<file path="config.mk">
export PLATFORM = sky130hd
export DESIGN_NAME = ram_arbiter
export DESIGN_NICKNAME = d
export VERILOG_FILES = /design/src/rtl/ktc32_mem_pkg.sv /design/src/rtl/ram_arb_prio.sv /design/src/rtl/ram_arbiter.sv
export SDC_FILE = /design/constraint.sdc
export NUM_CORES = 1
export LEC_CHECK = 0
export CAP_MARGIN = 10
export CORE_MARGIN = 8
export CORE_UTILIZATION = 20
export CTS_BUF_LIST = sky130_fd_sc_hd__clkbuf_4
export DETAILED_ROUTE_END_ITERATION = 8
export PLACE_DENSITY = 0.79
export SYNTH_ARGS = -nofsm -noshare
export SYNTH_HDL_FRONTEND = slang
export SYNTH_SLANG_ARGS = --single-unit
</file>
<file path="constraint.sdc">
create_clock -name clk -period 1.5 [get_ports clk]
set_input_delay 0.15 -clock clk [delete_from_list [all_inputs] [get_ports clk]]
set_output_delay 0.15 -clock clk [all_outputs]
set_load 0.02 [all_outputs]
</file>
<file path="src/rtl/ktc32_mem_pkg.sv">
// rtl/ktc32_mem_pkg.sv - shared memory-side types and default widths for the ktc32 RAM path
package ktc32_mem_pkg;

  localparam int KTC32_ADDR_W = 14;
  localparam int KTC32_DATA_W = 32;

  // Bit positions inside the one-hot grant vector from ram_arb_prio
  localparam int GNT_I = 0;
  localparam int GNT_D = 1;
  localparam int GNT_L = 2;

  typedef enum logic [1:0] {
    OWN_NONE   = 2'd0,
    OWN_INSTR  = 2'd1,
    OWN_DATA   = 2'd2,
    OWN_LOADER = 2'd3
  } owner_e;

endpackage

</file>
<file path="src/rtl/ram_arb_prio.sv">
// rtl/ram_arb_prio.sv - combinational one-hot priority pick (loader > starved fetch > data > fetch)
// Loader requester present only when KTC32_LOADER_EN is defined.
module ram_arb_prio
  import ktc32_mem_pkg::*;
(
`ifdef KTC32_LOADER_EN
  input  logic       l_req,
`endif
  input  logic       d_req,
  input  logic       i_req,
  input  logic       starve,
  output logic [2:0] gnt
);

  always_comb begin
    gnt = '0;
`ifdef KTC32_LOADER_EN
    if (l_req) begin
      gnt[GNT_L] = 1'b1;
    end else
`endif
    if (i_req && (starve || !d_req)) begin
      gnt[GNT_I] = 1'b1;
    end else if (d_req) begin
      gnt[GNT_D] = 1'b1;
    end
  end

endmodule

</file>
<file path="src/rtl/ram_arbiter.sv">
// rtl/ram_arbiter.sv - single-port RAM arbiter for ktc32 fetch/load-store ports with starvation bound
// Optional serial-loader write port compiled in with KTC32_LOADER_EN.
module ram_arbiter
  import ktc32_mem_pkg::*;
#(
  parameter int ADDR_W       = KTC32_ADDR_W,
  parameter int DATA_W       = KTC32_DATA_W,
  parameter int STARVE_LIMIT = 4
) (
  input  logic                clk,
  input  logic                reset,
  input  logic                i_req,
  input  logic [ADDR_W-1:0]   i_addr,
  output logic                i_gnt,
  output logic                i_rvalid,
  output logic [DATA_W-1:0]   i_rdata,
  input  logic                d_req,
  input  logic                d_we,
  input  logic [DATA_W/8-1:0] d_be,
  input  logic [ADDR_W-1:0]   d_addr,
  input  logic [DATA_W-1:0]   d_wdata,
  output logic                d_gnt,
  output logic                d_rvalid,
  output logic [DATA_W-1:0]   d_rdata,
`ifdef KTC32_LOADER_EN
  input  logic                l_req,
  input  logic [ADDR_W-1:0]   l_addr,
  input  logic [DATA_W-1:0]   l_wdata,
  output logic                l_gnt,
`endif
  output logic                ram_en,
  output logic                ram_we,
  output logic [DATA_W/8-1:0] ram_be,
  output logic [ADDR_W-1:0]   ram_addr,
  output logic [DATA_W-1:0]   ram_wdata,
  input  logic [DATA_W-1:0]   ram_rdata
);

  logic [3:0] starve_cnt;
  logic       starve;
  logic [2:0] gnt;
  owner_e     rd_owner;
  owner_e     owner_next;

  assign starve = (starve_cnt == 4'(STARVE_LIMIT));

  // Requests are masked during reset so grants and RAM strobes stay low
  ram_arb_prio u_prio (
`ifdef KTC32_LOADER_EN
    .l_req  (l_req & ~reset),
`endif
    .d_req  (d_req & ~reset),
    .i_req  (i_req & ~reset),
    .starve (starve),
    .gnt    (gnt)
  );

  assign i_gnt = gnt[GNT_I];
  assign d_gnt = gnt[GNT_D];
`ifdef KTC32_LOADER_EN
  assign l_gnt = gnt[GNT_L];
`endif

  always_comb begin
    ram_en     = |gnt;
    ram_we     = 1'b0;
    ram_be     = '1;
    ram_addr   = i_addr;
    ram_wdata  = d_wdata;
    owner_next = OWN_NONE;
`ifdef KTC32_LOADER_EN
    if (gnt[GNT_L]) begin
      ram_we    = 1'b1;
      ram_addr  = l_addr;
      ram_wdata = l_wdata;
    end else
`endif
    if (gnt[GNT_D]) begin
      ram_we   = d_we;
      ram_be   = d_be;
      ram_addr = d_addr;
      if (!d_we) owner_next = OWN_DATA;
    end else if (gnt[GNT_I]) begin
      owner_next = OWN_INSTR;
    end
  end

  // Saturating count of data grants taken while a fetch is waiting
  always_ff @(posedge clk or posedge reset) begin
    if (reset) begin
      starve_cnt <= '0;
    end else if (!i_req || i_gnt) begin
      starve_cnt <= '0;
    end else if (d_gnt && !starve) begin
      starve_cnt <= starve_cnt + 4'd1;
    end
  end

  always_ff @(posedge clk or posedge reset) begin
    if (reset) rd_owner <= OWN_NONE;
    else       rd_owner <= owner_next;
  end

  assign i_rvalid = (rd_owner == OWN_INSTR);
  assign d_rvalid = (rd_owner == OWN_DATA);
  assign i_rdata  = ram_rdata;
  assign d_rdata  = ram_rdata;

endmodule

</file>
==> flow_metrics.py <==
metrics = {
    "synth": {
        "ys_seq_elements": 6,
        "seq_area_frac_synth_pct": 11.3,
        "synth_fp_nets": 258,
        "avgSynthCellArea_um2": 8.54,
        "netlist_instances": 155,
        "synth.distinct_cells": 23,
        "synth_edf_count": 0,
        "synth_area_um2": 1320,
        "ys_async_sr_fraction_pct": 100,
        "synthFlopType": "dfrtp_1",
        "ys_warn_count": 0,
    },
    "die": {
        "die_area_um2": 9480,
        "core_um2": 6390,
        "std_cell_rows": 29,
        "die_w_um": 97.4,
        "io_pins": 221,
        "start_util_pct": 20.7,
        "die_h_um": 97.4,
    },
    "timing": {
        "min_period_ns": 1.98,
        "fmax_mhz": 504,
        "hold_viol_final": 0,
        "slew_headroom_pct": 85.3,
        "worst_slack_ns": -0.482,
        "period_share_pct": 132,
        "setup_tns_ns": -9.67,
        "finalMaxSlewViolations": 0,
        "clock_skew_ns": 0.00171,
        "rsz0062_at_grt": "true",
        "setup_viol": 25,
        "tightest_slew_ns": 0.218,
    },
    "placement": {
        "place.gp.congestion": 0.752,
        "hpwl_mm": 2.64,
        "io_buffers": 60,
        "place_area_um2": 1410,
        "dp_cells": 207,
    },
    "grt": {
        "grt_start_max_net_pins": 9,
        "grt_pass1_wl_mm": 5.35,
        "antenna_found_initial": 0,
        "gr-total-overflow": 0,
        "grt_pass1_vias": 995,
        "grt_use_total_pct": 6.92,
    },
    "critical_path": {
        "crit_family": "flip-flops",
        "endpoint_kind": "output port",
        "start_kind": "flip-flop",
        "required_ns": 1.35,
        "path_buf_inv": 3,
        "max_stage_delay_ns": 0.35,
        "path_cells": "inv_1 > ha_2 > and3b_1 > a21o_4 > buf_12 > mux2_4 > buf_6",
        "path_max_fanout": 7,
        "slowest_stage": "dfrtp_1",
        "worstSetupPathType": "reg -> out",
        "arrival_ns": 1.83,
    },
    "final_layout": {
        "syn_to_final_growth_pct": 20.4,
        "design_area_um2": 1590,
        "final_cells": 218,
        "antenna_cells": 0,
        "fill_cells": 671,
        "drive_gt1_share_pct": 51.8,
        "nNetsFinal": 246,
    },
    "detailed_routing": {
        "avgRoutedWirePerCell_um": 15.2,
        "vias": 840,
        "firstDrtPassIters": 2,
        "antenna_left": 0,
        "routed_wl_mm": 3.31,
        "vias_per_cell": 3.85,
        "drc_errors": 0,
        "first_iter_violations": 6,
    },
    "clocking": {
        "cts_tree": "done",
        "cts_sinks": 6,
        "cts_buffers": 3,
        "clockBufferDepth": 2,
        "clk_latency_ns": 0.25,
        "h-tree-depth": 1,
        "cts.clk_slew.worst_paths_ns": 0.05,
        "cts-root-buf": "clkbuf_4",
    },
    "power_and_ir_drop": {
        "leakage_nw": 0.753,
        "p_per_area_nw_per_um2": 454,
        "power_mw": 0.724,
        "ir_worst_vdd_uv": 184,
    },
    "min_path": {
        "hold_path_class": "in -> out",
    },
    "outcome": {
        "violations": "negative setup slack",
        "status": "complete, but fails checks",
    },
    "flow_run": {
        "drv_cap": 0,
    },
}
## worst reg2reg max path, cell delays in order (launching register included)
cell	delay [ns]
dfrtp_1	0.35
inv_1	0.06
ha_2	0.17
and3b_1	0.18
buf_4	0.14
buf_6	0.11
or4b_1	0.51
a21oi_2	0.14
## kinds of logic after synthesis
group | after synthesis | share of synthesized area (%)
mux | 14 | 15.6
fa+ha+maj | 2 | 1.89
compound gates | 6 | 3.03
flops | 6 | 11.3
simple gates | 23 | 10.3
buf+inv | 104 | 57.8
## cell usage in the layout (no fill, tap or decap), drive strengths merged, types with 2 or more instances in the layout
master / instances
clkbuf: 3
a21oi: 2
buf: 42
nand3: 3
ha: 2
dlygate4sd2: 2
clkdlybuf4s50: 36
nor2: 4
mux2: 14
nor2b: 2
inv: 6
nand2: 2
and3: 2
or2: 5
dfrtp: 6
## registers in the layout, indices dropped and copies added, names as in the netlist
name / count
starve_cnt: 4
rd_owner: 2
## synthesized netlist by cell type (2+ instances only)
cell,n,area [um2]
a21oi_1,2,10.0
nand3_1,3,15.0
inv_1,6,22.5
buf_6,2,22.5
and3_1,2,12.5
ha_1,2,25.0
nand2_1,2,7.51
nor2b_1,2,12.5
nor2_1,4,15.0
buf_4,96,721
or2_2,5,31.3
dfrtp_1,6,150
mux2_4,13,195
## final timing paths
kind	start	endpoint	slack, ns	cells past startpoint
max	starve_cnt[0]	ram_addr[11]	-0.48	7
min	d_wdata[10]	ram_wdata[10]	0.30	0
max reg2reg	starve_cnt[0]	starve_cnt[2]	-0.23	7
min reg2reg	starve_cnt[0]	starve_cnt[0]	0.59	2
max in group asynchronous	reset	rd_owner[1]	0.99	4
min in group asynchronous	reset	rd_owner[0]	0.37	4
## final cells by class
class                      instances  area (um2)  share of cell area [%]
clock buffer                       3        22.5                    1.41
inverter                           6        22.5                    1.41
multi-input combinational         45         474                    29.7
sequential                         6         150                    9.42
tap                               77        96.3                    6.04
timing repair buffer              81         828                    52.0
## report_power, final
group          internal (mW)  switching, mW  total (mW)
Clock                 0.0908         0.0623       0.153
Sequential             0.167        0.00238       0.169
Combinational          0.252          0.150       0.402
## through the flow
step | utilization (%) | hold WS [ns] | setup slack (ns)
6_report | 25.0 | 0.300 | -0.482
5_1_grt | 25.0 | 0.300 | -0.545
4_1_cts | 25.3 | 0.300 | -0.502
3_5_place_dp | 22.0 | 0.300 | -0.669
3_3_place_gp | 22.0 | 0.300 | -0.653
2_1_floorplan | - | -0.0370 | -0.124
## timing repair
action | in CTS | in global routing
pin swaps | 5 | 2
endpoints found under the setup margin | 28 | 27
buffers inserted | 22 | 0
resized for setup | 142 | 6
hold buffers | 0 | 0
gates cloned | 1 | 0
## layer usage
metal | up-vias | global-route usage (%) | wire, um | part of all wire (%)
met1 | 380 | 5.69 | 1010 | 30
met2 | 61 | 12.9 | 1780 | 54
met3 | 27 | 2.35 | 310 | 9.4
li1 | 372 | - | - | -
met5 | - | 0 | 0 | 0
met4 | 0 | 6.06 | 214 | 6.5
Note: power is estimated with default switching activity, not from simulation.
==> RTL edit: new RTL, same flow settings <==
Reset style: synchronous (`reset`), changed in 2 clocked blocks.
--- a/src/rtl/ram_arbiter.sv
+++ b/src/rtl/ram_arbiter.sv
@@ -88,3 +88,3 @@
   // Saturating count of data grants taken while a fetch is waiting
-  always_ff @(posedge clk or posedge reset) begin
+  always_ff @(posedge clk) begin
     if (reset) begin
@@ -98,3 +98,3 @@
 
-  always_ff @(posedge clk or posedge reset) begin
+  always_ff @(posedge clk) begin
     if (reset) rd_owner <= OWN_NONE;
Check against the original RTL: differs if reset is asserted again (counterexample within 4 cycles, from zero or initial values and one cycle with reset high); with reset held inactive, the same outputs for 10 cycles.
==> RTL edit against the original RTL <==
The run still ends with setup timing left; setup slack gained 0.13 ns; routed wire length decreased by 7.8%; design area down 6.7%; power down 3.7%; sequential cell count unchanged; area after synthesis shrank 3.0%; sequential power decreased by 2%; hold slack is the same; highest routed layer unchanged; clock skew fell by 0.00072 ns; die area down 2.5%.
==> RTL edit: results (changes against the original RTL) <==
HP Start -> d_wdata[12]
VDD IR max -> 0.000232 V (+26%)
Hold Crit Depth -> 0 (unchanged)
Post-Synthesis Net Count -> 252 (-2.3%)
HPWL Detailed -> 2480 um (-6.2%)
Share of cells above drive strength 1 -> 52.6% (+0.86 points)
Flop pwr share -> 23.7% (+0.3 points)
Reg2Reg Depth -> 9 (+2)
Worst hold slack -> 0.300 ns (unchanged)
Max clock buf depth -> 2 (unchanged)
Failing checks -> setup timing
Main area contributors after synthesis -> buf_4 (56%), mux2_4 (15%), dfxtp_1 (9.4%)
Worst Skew -> 0.000993 ns (-0.000719 ns)
Largest net degree at the start of global routing -> 8 (-1)
Cell with the largest stage delay on the worst path -> dfxtp_2
Static leakage -> 0.688 nW (-8.7%)
Reg2Reg Launch Point -> starve_cnt[0]
1st-iter DRT viols -> 5 (-1)
Dominant synthesized flop cell -> dfxtp_1
P_sw -> 198 uW (-7.8%)
R2R setup slack -> 0.06 ns (+0.29 ns)
Setup tns final -> -6.66 ns (+3.02 ns)
Total Routed Length -> 3050 um (-7.8%)
Comb power frac -> 54.6% (-0.9 points)
Hold EP -> ram_wdata[12]
First-pass GRT wire length -> 4080 um (-24%)
Total track usage -> 5.78% (-1.1 points)
Place WS -> -0.648 ns (+0.0215 ns)
Top cells by count, synth -> buf_4 (96), mux2_4 (13), nor2_1 (8)
Number of vias per cell -> 3.52 (-8.7%)
Status -> complete, but fails checks
Fillcell total -> 692 (+3.1%)
Placer Congestion -> 0.612 (-19%)
Skew-Pair Late Insertion Delay -> 0.24 ns
Ys async rst share -> 0% (-100 points)
Relative slew slack -> 82.1% (-3.2 points)
Post-route worst setup slack -> -0.354 ns (+0.128 ns)
Worst r2r dst -> rd_owner[1]
Setup Viol. Count Final -> 20 (-20%)
Post-synthesis sequential area ratio -> 9.36% (-2.0 points)
Synth unique cells -> 19 (-17%)
Worst stage delay on the critical path -> 0.32 ns (-0.03 ns)
Fin nets -> 238 (-3.3%)
[RTL edit: cell count changes after synthesis, sizes merged, moves of 2 or more]
cell | unedited run | this run
a211oi | 0 | 2
and3 | 2 | 0
dfxtp | 0 | 6
dfrtp | 6 | 0
a21oi | 2 | 0
nand3 | 3 | 1
nor2 | 4 | 8
nand2 | 2 | 0
[RTL edit: timing repair]
item,in CTS,in global routing
gates resized for setup,141,4
cloned,1,0
pin swaps,3,3
setup buffers,5,3
setup endpoints to repair,22,23
[RTL edit: critical path, delay by kind of cell, from the launching register on]
| family | cells | cell delay (ns) |
|---|---|---|
| adder cells (fa/ha/maj) | 1 | 0.14 |
| buffers and inverters | 3 | 0.36 |
| AO/OA/AOI/OAI | 1 | 0.25 |
| flip-flops | 1 | 0.32 |
| multiplexers | 1 | 0.30 |
| AND/OR/NAND/NOR | 1 | 0.08 |
[RTL edit: logic make-up after synthesis]
kind of cell	share of synthesized area, %
mux	16.1
simple gates	8.48
compound gates	2.44
buf+inv	60.3
fa+ha+maj	1.95
xor+xnor	1.36
flops	9.36
[RTL edit: through the flow]
step | instance area (um^2) | std cells | total power, mW
final | 1490 | 210 | 0.697
after global routing | 1490 | 210 | 0.738
after CTS | 1490 | 209 | 0.713
after detailed placement | 1340 | 200 | 0.515
after global placement | 1340 | 200 | 0.513
after floorplan | 1280 | 149 | 0.687
[RTL edit: final cells by class]
type / instances / share of cell area (%)
clock buffers: 3 / 1.51
inverters: 6 / 1.51
multi-input cells: 39 / 28.4
flip-flops and latches: 6 / 8.24
well taps: 77 / 6.48
repair buffers: 79 / 53.8
[RTL edit: per-layer routing]
metal	track usage, %	wire length [um]
met2	9.88	1460
met1	4.69	849
met5	0	0
met3	3.04	573
met4	5.51	166
